File: src/rtl/norm_pkg.sv
// norm_pkg: shared definitions for the normalizer pipeline.
//   norm_mode_e : NORM_LZ counts leading zeros, NORM_LS counts redundant sign bits.
//   cnt_w()     : width of a shift count that can represent 0..WIDTH.
package norm_pkg;

  typedef enum logic {
    NORM_LZ = 1'b0,
    NORM_LS = 1'b1
  } norm_mode_e;

  function automatic int unsigned cnt_w(input int unsigned width);
    return $clog2(width) + 1;
  endfunction

endpackage

File: src/rtl/lzc_tree.sv
// lzc_tree: combinational leading-zero / leading-sign counter, log-depth tree.
//   i_data [WIDTH]     value to scan from bit WIDTH-1 downwards
//   i_mode             NORM_LZ or NORM_LS
//   o_cnt  [CW]        NORM_LZ: leading zeros (WIDTH when all zero)
//                      NORM_LS: bits below the MSB equal to the MSB (max WIDTH-1)
//   o_zero             no significant bit (all zero, or all-equal in sign mode)
module lzc_tree
  import norm_pkg::*;
#(
  parameter int unsigned WIDTH = 64
) (
  input  logic [WIDTH-1:0]            i_data,
  input  norm_mode_e                  i_mode,
  output logic [cnt_w(WIDTH)-1:0]     o_cnt,
  output logic                        o_zero
);

  localparam int unsigned LOG = $clog2(WIDTH);
  localparam int unsigned CW  = LOG + 1;

  logic [WIDTH-2:0] w_sign_diff;
  logic [WIDTH-1:0] w_scan;
  logic             w_any;
  logic [LOG-1:0]   w_tree_cnt;

  // Sign mode becomes a leading-zero count of (bits below MSB xor MSB); the
  // appended 1 caps the count at WIDTH-1 when every bit matches the MSB.
  assign w_sign_diff = i_data[WIDTH-2:0] ^ {(WIDTH-1){i_data[WIDTH-1]}};
  assign w_scan      = (i_mode == NORM_LS) ? {w_sign_diff, 1'b1} : i_data;

  // Node i at level l covers 2^l bits; node 2i+1 is the more significant half.
  // Each level overwrites lower indices only after their sources were read.
  always_comb begin
    logic [WIDTH/2-1:0] w_v;
    logic [LOG-1:0]     w_c [WIDTH/2];
    logic [LOG-1:0]     w_sel;
    w_v   = '0;
    w_sel = '0;
    for (int unsigned i = 0; i < WIDTH/2; i++) begin
      w_v[i]    = w_scan[2*i+1] | w_scan[2*i];
      w_c[i]    = '0;
      w_c[i][0] = ~w_scan[2*i+1];
    end
    for (int unsigned l = 2; l <= LOG; l++) begin
      for (int unsigned i = 0; i < (WIDTH >> l); i++) begin
        w_sel        = w_v[2*i+1] ? w_c[2*i+1] : w_c[2*i];
        w_sel[l-1]   = ~w_v[2*i+1];
        w_c[i]       = w_sel;
        w_v[i]       = w_v[2*i+1] | w_v[2*i];
      end
    end
    w_any      = w_v[0];
    w_tree_cnt = w_c[0];
  end

  assign o_cnt  = w_any ? {1'b0, w_tree_cnt} : CW'(WIDTH);
  assign o_zero = (i_mode == NORM_LS) ? (w_sign_diff == '0) : ~w_any;

endmodule

File: src/rtl/norm_pipe.sv
// norm_pipe: pipelined normalizer with valid/ready handshakes on both sides.
//   clk, reset_n          clock, asynchronous active-low reset
//   in_valid/in_ready     input handshake
//   in_data [WIDTH]       unnormalized value
//   in_mode               0 = leading-zero, 1 = leading-sign
//   in_tag  [TAGW]        sideband tag, carried unchanged
//   out_valid/out_ready   output handshake
//   out_norm [WIDTH]      in_data shifted left by out_cnt, zero-filled
//   out_cnt  [CW]         shift count applied
//   out_zero              input had no significant bit
//   out_tag  [TAGW]       tag of the same transaction
// STAGES = 2: stage 1 holds count/mode/data/tag, stage 2 holds the shifted result.
// STAGES = 1: count and shift in one cycle into the output register.
module norm_pipe
  import norm_pkg::*;
#(
  parameter int unsigned WIDTH  = 64,
  parameter int unsigned STAGES = 2,
  parameter int unsigned TAGW   = 4
) (
  input  logic                    clk,
  input  logic                    reset_n,
  input  logic                    in_valid,
  output logic                    in_ready,
  input  logic [WIDTH-1:0]        in_data,
  input  logic                    in_mode,
  input  logic [TAGW-1:0]         in_tag,
  output logic                    out_valid,
  input  logic                    out_ready,
  output logic [WIDTH-1:0]        out_norm,
  output logic [cnt_w(WIDTH)-1:0] out_cnt,
  output logic                    out_zero,
  output logic [TAGW-1:0]         out_tag
);

  localparam int unsigned CW = cnt_w(WIDTH);

  norm_mode_e       w_mode;
  logic [CW-1:0]    w_cnt;
  logic             w_zero;
  logic             w_out_free;

  logic [WIDTH-1:0] w_sh_data;
  logic [CW-1:0]    w_sh_cnt;
  norm_mode_e       w_sh_mode;
  logic             w_sh_zero;
  logic [WIDTH-1:0] w_norm;

  logic             r_out_valid;
  logic [WIDTH-1:0] r_out_norm;
  logic [CW-1:0]    r_out_cnt;
  logic             r_out_zero;
  logic [TAGW-1:0]  r_out_tag;

  assign w_mode = norm_mode_e'(in_mode);

  lzc_tree #(.WIDTH(WIDTH)) u_lzc (
    .i_data (in_data),
    .i_mode (w_mode),
    .o_cnt  (w_cnt),
    .o_zero (w_zero)
  );

  // Output register accepts a new value when empty or being drained.
  assign w_out_free = ~r_out_valid | out_ready;

  // An all-zero word in leading-zero mode shifts by WIDTH: force zero explicitly.
  assign w_norm = ((w_sh_mode == NORM_LZ) && w_sh_zero) ? '0 : (w_sh_data << w_sh_cnt);

  if (STAGES == 1) begin : g_one
    assign w_sh_data = in_data;
    assign w_sh_cnt  = w_cnt;
    assign w_sh_mode = w_mode;
    assign w_sh_zero = w_zero;
    assign in_ready  = w_out_free;

    always_ff @(posedge clk or negedge reset_n) begin
      if (!reset_n) begin
        r_out_valid <= 1'b0;
        r_out_norm  <= '0;
        r_out_cnt   <= '0;
        r_out_zero  <= 1'b0;
        r_out_tag   <= '0;
      end else if (w_out_free) begin
        r_out_valid <= in_valid;
        if (in_valid) begin
          r_out_norm <= w_norm;
          r_out_cnt  <= w_cnt;
          r_out_zero <= w_zero;
          r_out_tag  <= in_tag;
        end
      end
    end
  end else begin : g_two
    logic             r_s1_valid;
    logic [WIDTH-1:0] r_s1_data;
    logic [CW-1:0]    r_s1_cnt;
    norm_mode_e       r_s1_mode;
    logic             r_s1_zero;
    logic [TAGW-1:0]  r_s1_tag;

    assign in_ready  = ~r_s1_valid | w_out_free;
    assign w_sh_data = r_s1_data;
    assign w_sh_cnt  = r_s1_cnt;
    assign w_sh_mode = r_s1_mode;
    assign w_sh_zero = r_s1_zero;

    always_ff @(posedge clk or negedge reset_n) begin
      if (!reset_n) begin
        r_s1_valid <= 1'b0;
        r_s1_data  <= '0;
        r_s1_cnt   <= '0;
        r_s1_mode  <= NORM_LZ;
        r_s1_zero  <= 1'b0;
        r_s1_tag   <= '0;
      end else if (in_ready) begin
        r_s1_valid <= in_valid;
        if (in_valid) begin
          r_s1_data <= in_data;
          r_s1_cnt  <= w_cnt;
          r_s1_mode <= w_mode;
          r_s1_zero <= w_zero;
          r_s1_tag  <= in_tag;
        end
      end
    end

    always_ff @(posedge clk or negedge reset_n) begin
      if (!reset_n) begin
        r_out_valid <= 1'b0;
        r_out_norm  <= '0;
        r_out_cnt   <= '0;
        r_out_zero  <= 1'b0;
        r_out_tag   <= '0;
      end else if (w_out_free) begin
        r_out_valid <= r_s1_valid;
        if (r_s1_valid) begin
          r_out_norm <= w_norm;
          r_out_cnt  <= r_s1_cnt;
          r_out_zero <= r_s1_zero;
          r_out_tag  <= r_s1_tag;
        end
      end
    end
  end

  assign out_valid = r_out_valid;
  assign out_norm  = r_out_norm;
  assign out_cnt   = r_out_cnt;
  assign out_zero  = r_out_zero;
  assign out_tag   = r_out_tag;

endmodule

File: config.mk
export PLATFORM = sky130hd
export DESIGN_NAME = norm_pipe
export DESIGN_NICKNAME = d
export VERILOG_FILES = /design/src/rtl/norm_pkg.sv /design/src/rtl/lzc_tree.sv /design/src/rtl/norm_pipe.sv
export SDC_FILE = /design/constraint.sdc
export NUM_CORES = 1
export LEC_CHECK = 0
export ABC_AREA = 0
export CAP_MARGIN = 20
export CORE_ASPECT_RATIO = 1.2
export CORE_MARGIN = 2
export CORE_UTILIZATION = 30
export DETAILED_ROUTE_END_ITERATION = 6
export GPL_TIMING_DRIVEN = 0
export PLACE_DENSITY = 0.6
export SYNTH_ARGS = -nofsm -noshare
export SYNTH_HDL_FRONTEND = slang
export SYNTH_SLANG_ARGS = --single-unit
export TNS_END_PERCENT = 30
File: constraint.sdc
create_clock -name clk -period 2 [get_ports clk]
set_input_delay 0.2 -clock clk [delete_from_list [all_inputs] [get_ports clk]]
set_output_delay 0.2 -clock clk [all_outputs]
set_load 0.02 [all_outputs]
==> impl_metrics.csv <==
group,metric,value,unit
critical_path,worstSetupPathType,"reg -> reg",
die,num_io_pins,151,
critical_path,crit_path_end_kind,"flop",
sta,slew_headroom,0.3959,
critical_path,cpMaxStageDelayCell,"mux4_2",
critical_path,crit_path_frequent_cell,"mux2_2",
clock_tree,clock_latency,0.44,ns
die,die_y,221.7,um
sta,final_max_slew_viol_count,0,
sta,finClkSkew,0.009682,ns
die,start_util,0.3049,
yosys,synth_edf_count,0,
detailed_routing,via_count,11810,
placement,placed_cells,2080,
detailed_routing,drc,0,
yosys,syn_inst,1418,
power_and_ir_drop,power,14640,uW
sta,hold_viol_final,0,
yosys,synthTopCellsByArea,"dfrtp_1 (33%), nand2_1 (12%), mux4_2 (10%)",
critical_path,crit_required,2.29,ns
power_and_ir_drop,ir_drop,0.0005582,V
yosys,ys_seq_area_frac,0.3275,
power_and_ir_drop,power.density,922.5,mW/mm^2
critical_path,cp_cell_sequence,"buf_8 -> buf_6 -> mux4_2 -> mux2_2 -> mux2_2 -> a21oi_4 -> o211ai_1",
placement,portBuffers,135,
final_layout,areaGrowthSynthToFinish,33.95,%
detailed_routing,drt_wl_total,45360,um
yosys,synth_compound_area_frac,0.1790,
yosys,synth_top_area_cell,"dfrtp_1",
final_layout,drive_gt1_frac,0.2429,
status,status,"complete, but fails checks",
critical_path,crit_fanout,10,
final_layout,mostFrequentLayoutCell,"nand2_1",
final_layout,diodes,0,
clock_tree,htreeDepth,4,
yosys,syn-num-nets,1491,
yosys,synth_top_area_frac,0.3275,
die,rows,79,
detailed_routing,via_per_inst,5.508,
run,cap_violations,0,
placement,hpwl,35900,um
grt,grt_start_max_net_pins,97,
clock_tree,clockBufferDepth,2,
yosys,synthAdderAreaFrac,0,
final_layout,nNetsFinal,1679,
status,violations,"negative setup slack",
detailed_routing,wl_per_cell,21.16,um
yosys,async_flop_share,1.000,
detailed_routing,final_antenna_net_count,0,
yosys,synth_top_family_by_area,"simple AND/OR/NAND/NOR gates",
sta,rsz0062_at_grt,"yes",
clock_tree,cts_sinks,155,
die,die-area,0.04110,sq mm
yosys,avgSynthCellArea,8.353,sq um
sta,setup_violations,59,
min_path,hp-class,"in -> reg",
final_layout,instances_no_fill,2144,
sta,setup_tns,-11.81,ns
die,fp.dieW,185.4,um
yosys,synth_warnings,0,
grt,track_usage,0.2203,
critical_path,path_buf_inv,2,
sta,worst_pin_slew,0.9029,ns
clock_tree,clkTransAtPathRegs,0.06,ns
yosys,synth.cell_area,0.01185,sq mm
yosys,synth_seq_cells,155,
yosys,synthXorXnorAreaFrac,0,
critical_path,worstPathArrival,2.63,ns
yosys,synth.distinct_cells,85,
critical_path,path_delay_family,"multiplexers",
grt,overflow,0,
final_layout,nFillCells,3924,
grt,antenna_found_initial,0,
grt,grt_pass1_vias,11670,
yosys,synth_ff_type,"dfrtp_1",
yosys,synth.area.mux_share,0.1812,
critical_path,critPathMaxStageDelay,0.55,ns
power_and_ir_drop,leakage,0.006681,uW
yosys,synthSimpleGateAreaFrac,0.2555,
die,core,0.03885,sq mm
final_layout,final_cell_mix,"nand2_1 (348), dfrtp_1 (154), nor2_1 (108), clkdlybuf4s50_1 (101), o21ai_0 (61)",
sta,max_freq,427.0,MHz
sta,period_share,1.171,
detailed_routing,drtIter0Drc,817,
clock_tree,cts_buffers,17,
critical_path,rrSetupSlack,-0.34,ns
grt,grt_pass1_wl,69460,um
detailed_routing,drt-pass1-iter-count,7,
sta,worst_slack,-0.3420,ns
clock_tree,tritoncts,"built",
placement,gp_congestion,0.9754,
clock_tree,root_buffer,"clkbuf_16",
critical_path,start_kind,"flop",
sta,fin_crit,2.342,ns
[path summary, 6_finish.rpt]
kind / start / end / depth (start not counted)
setup / recovery: g_two.r_s1_cnt[0] / out_norm[57] / 7
hold / removal: in_data[62] / g_two.r_s1_data[62] / 3
setup reg to reg: g_two.r_s1_cnt[0] / out_norm[57] / 7
hold reg to reg: g_two.r_s1_mode / g_two.r_s1_mode / 2
max in group asynchronous: reset_n / g_two.r_s1_cnt[1] / 3
min in group asynchronous: reset_n / out_cnt[2] / 2
[report_power, final]
| group | internal, uW | switching [uW] | total (uW) | leakage [uW] |
|---|---|---|---|---|
| Clock | 2270 | 1320 | 3590 | 0.000309 |
| Combinational | 3070 | 3710 | 6780 | 0.00442 |
| Sequential | 3760 | 507 | 4260 | 0.00196 |
| Total | 9100 | 5530 | 14600 | 0.00668 |
[cell type report]
cell class,count,area (sq um),area share
multi-input cells,1124,8114,0.5114
inverters,25,98.84,0.006230
clock buffers,20,456.7,0.02878
flip-flops and latches,155,3880,0.2445
repair buffers,169,1684,0.1061
clock inverters,11,191.4,0.01207
well taps,526,658.1,0.04148
plain buffers,114,783.3,0.04937
[cell usage after synthesis (all sizes together) (6+ instances only)]
library cell,instances
o31ai,7
a211o,16
and4,25
mux2,41
mux4,54
a221o,8
nand3,18
nor2b,19
mux2i,46
a21oi,45
buf,57
nand2b,16
o211ai,10
clkbuf,56
o221ai,10
nand4,11
dfrtp,155
a22o,17
nand2,368
nor3,49
and2,6
and3,10
inv,24
nor2,123
o21ai,128
a211oi,17
a31oi,9
a22oi,7
[flip-flops by register name, indices dropped and copies added (netlist names)]
| register | count |
|---|---|
| out_cnt | 7 |
| out_zero | 1 |
| out_tag | 4 |
| g_two.r_s1_zero | 1 |
| g_two.r_s1_mode | 1 |
| g_two.r_s1_tag | 4 |
| out_norm | 64 |
| g_two.r_s1_data | 64 |
| g_two.r_s1_valid | 1 |
| out_valid | 1 |
| g_two.r_s1_cnt | 7 |
[timing repair]
item,4_1_cts,5_1_grt
resized for setup,252,98
gates cloned,2,1
pin swaps,25,16
setup buffers,19,10
hold endpoints to repair,59,0
hold buffers,1,0
setup endpoints to repair,112,102
[worst min-delay path, stage by stage]
cell     delay, ns
buf_4         0.14
nand2_1       0.07
nand2_1       0.05
[metrics by stage]
stage / cell area [sq um] / utilization / hold slack (ns) / setup slack, ns
floorplan: 11880 / - / -0.09559 / -0.1240
global placement: 13890 / 0.3575 / 0.4558 / -5.548
detailed placement: 13920 / 0.3584 / 0.2069 / -1.122
CTS: 15450 / 0.3978 / 0.04312 / -0.3292
global route: 15870 / 0.4084 / 0.07547 / -0.4212
finish: 15870 / 0.4084 / 0.06866 / -0.3420
[per-layer routing]
| layer | up-vias | global-route usage | routed length (um) |
|---|---|---|---|
| li1 | 5474 | - | - |
| met1 | 5682 | 0.2762 | 18890 |
| met2 | 512 | 0.3690 | 21750 |
| met3 | 141 | 0.02497 | 2336 |
| met4 | 0 | 0.1175 | 2377 |
| met5 | - | 0 | 0 |
[cells by family after synthesis]
| kind of cell | Yosys count |
|---|---|
| compound gates | 312 |
| flops | 155 |
| buf+inv | 139 |
| simple gates | 671 |
| mux | 141 |
Note: power is estimated with default switching activity, not from simulation.
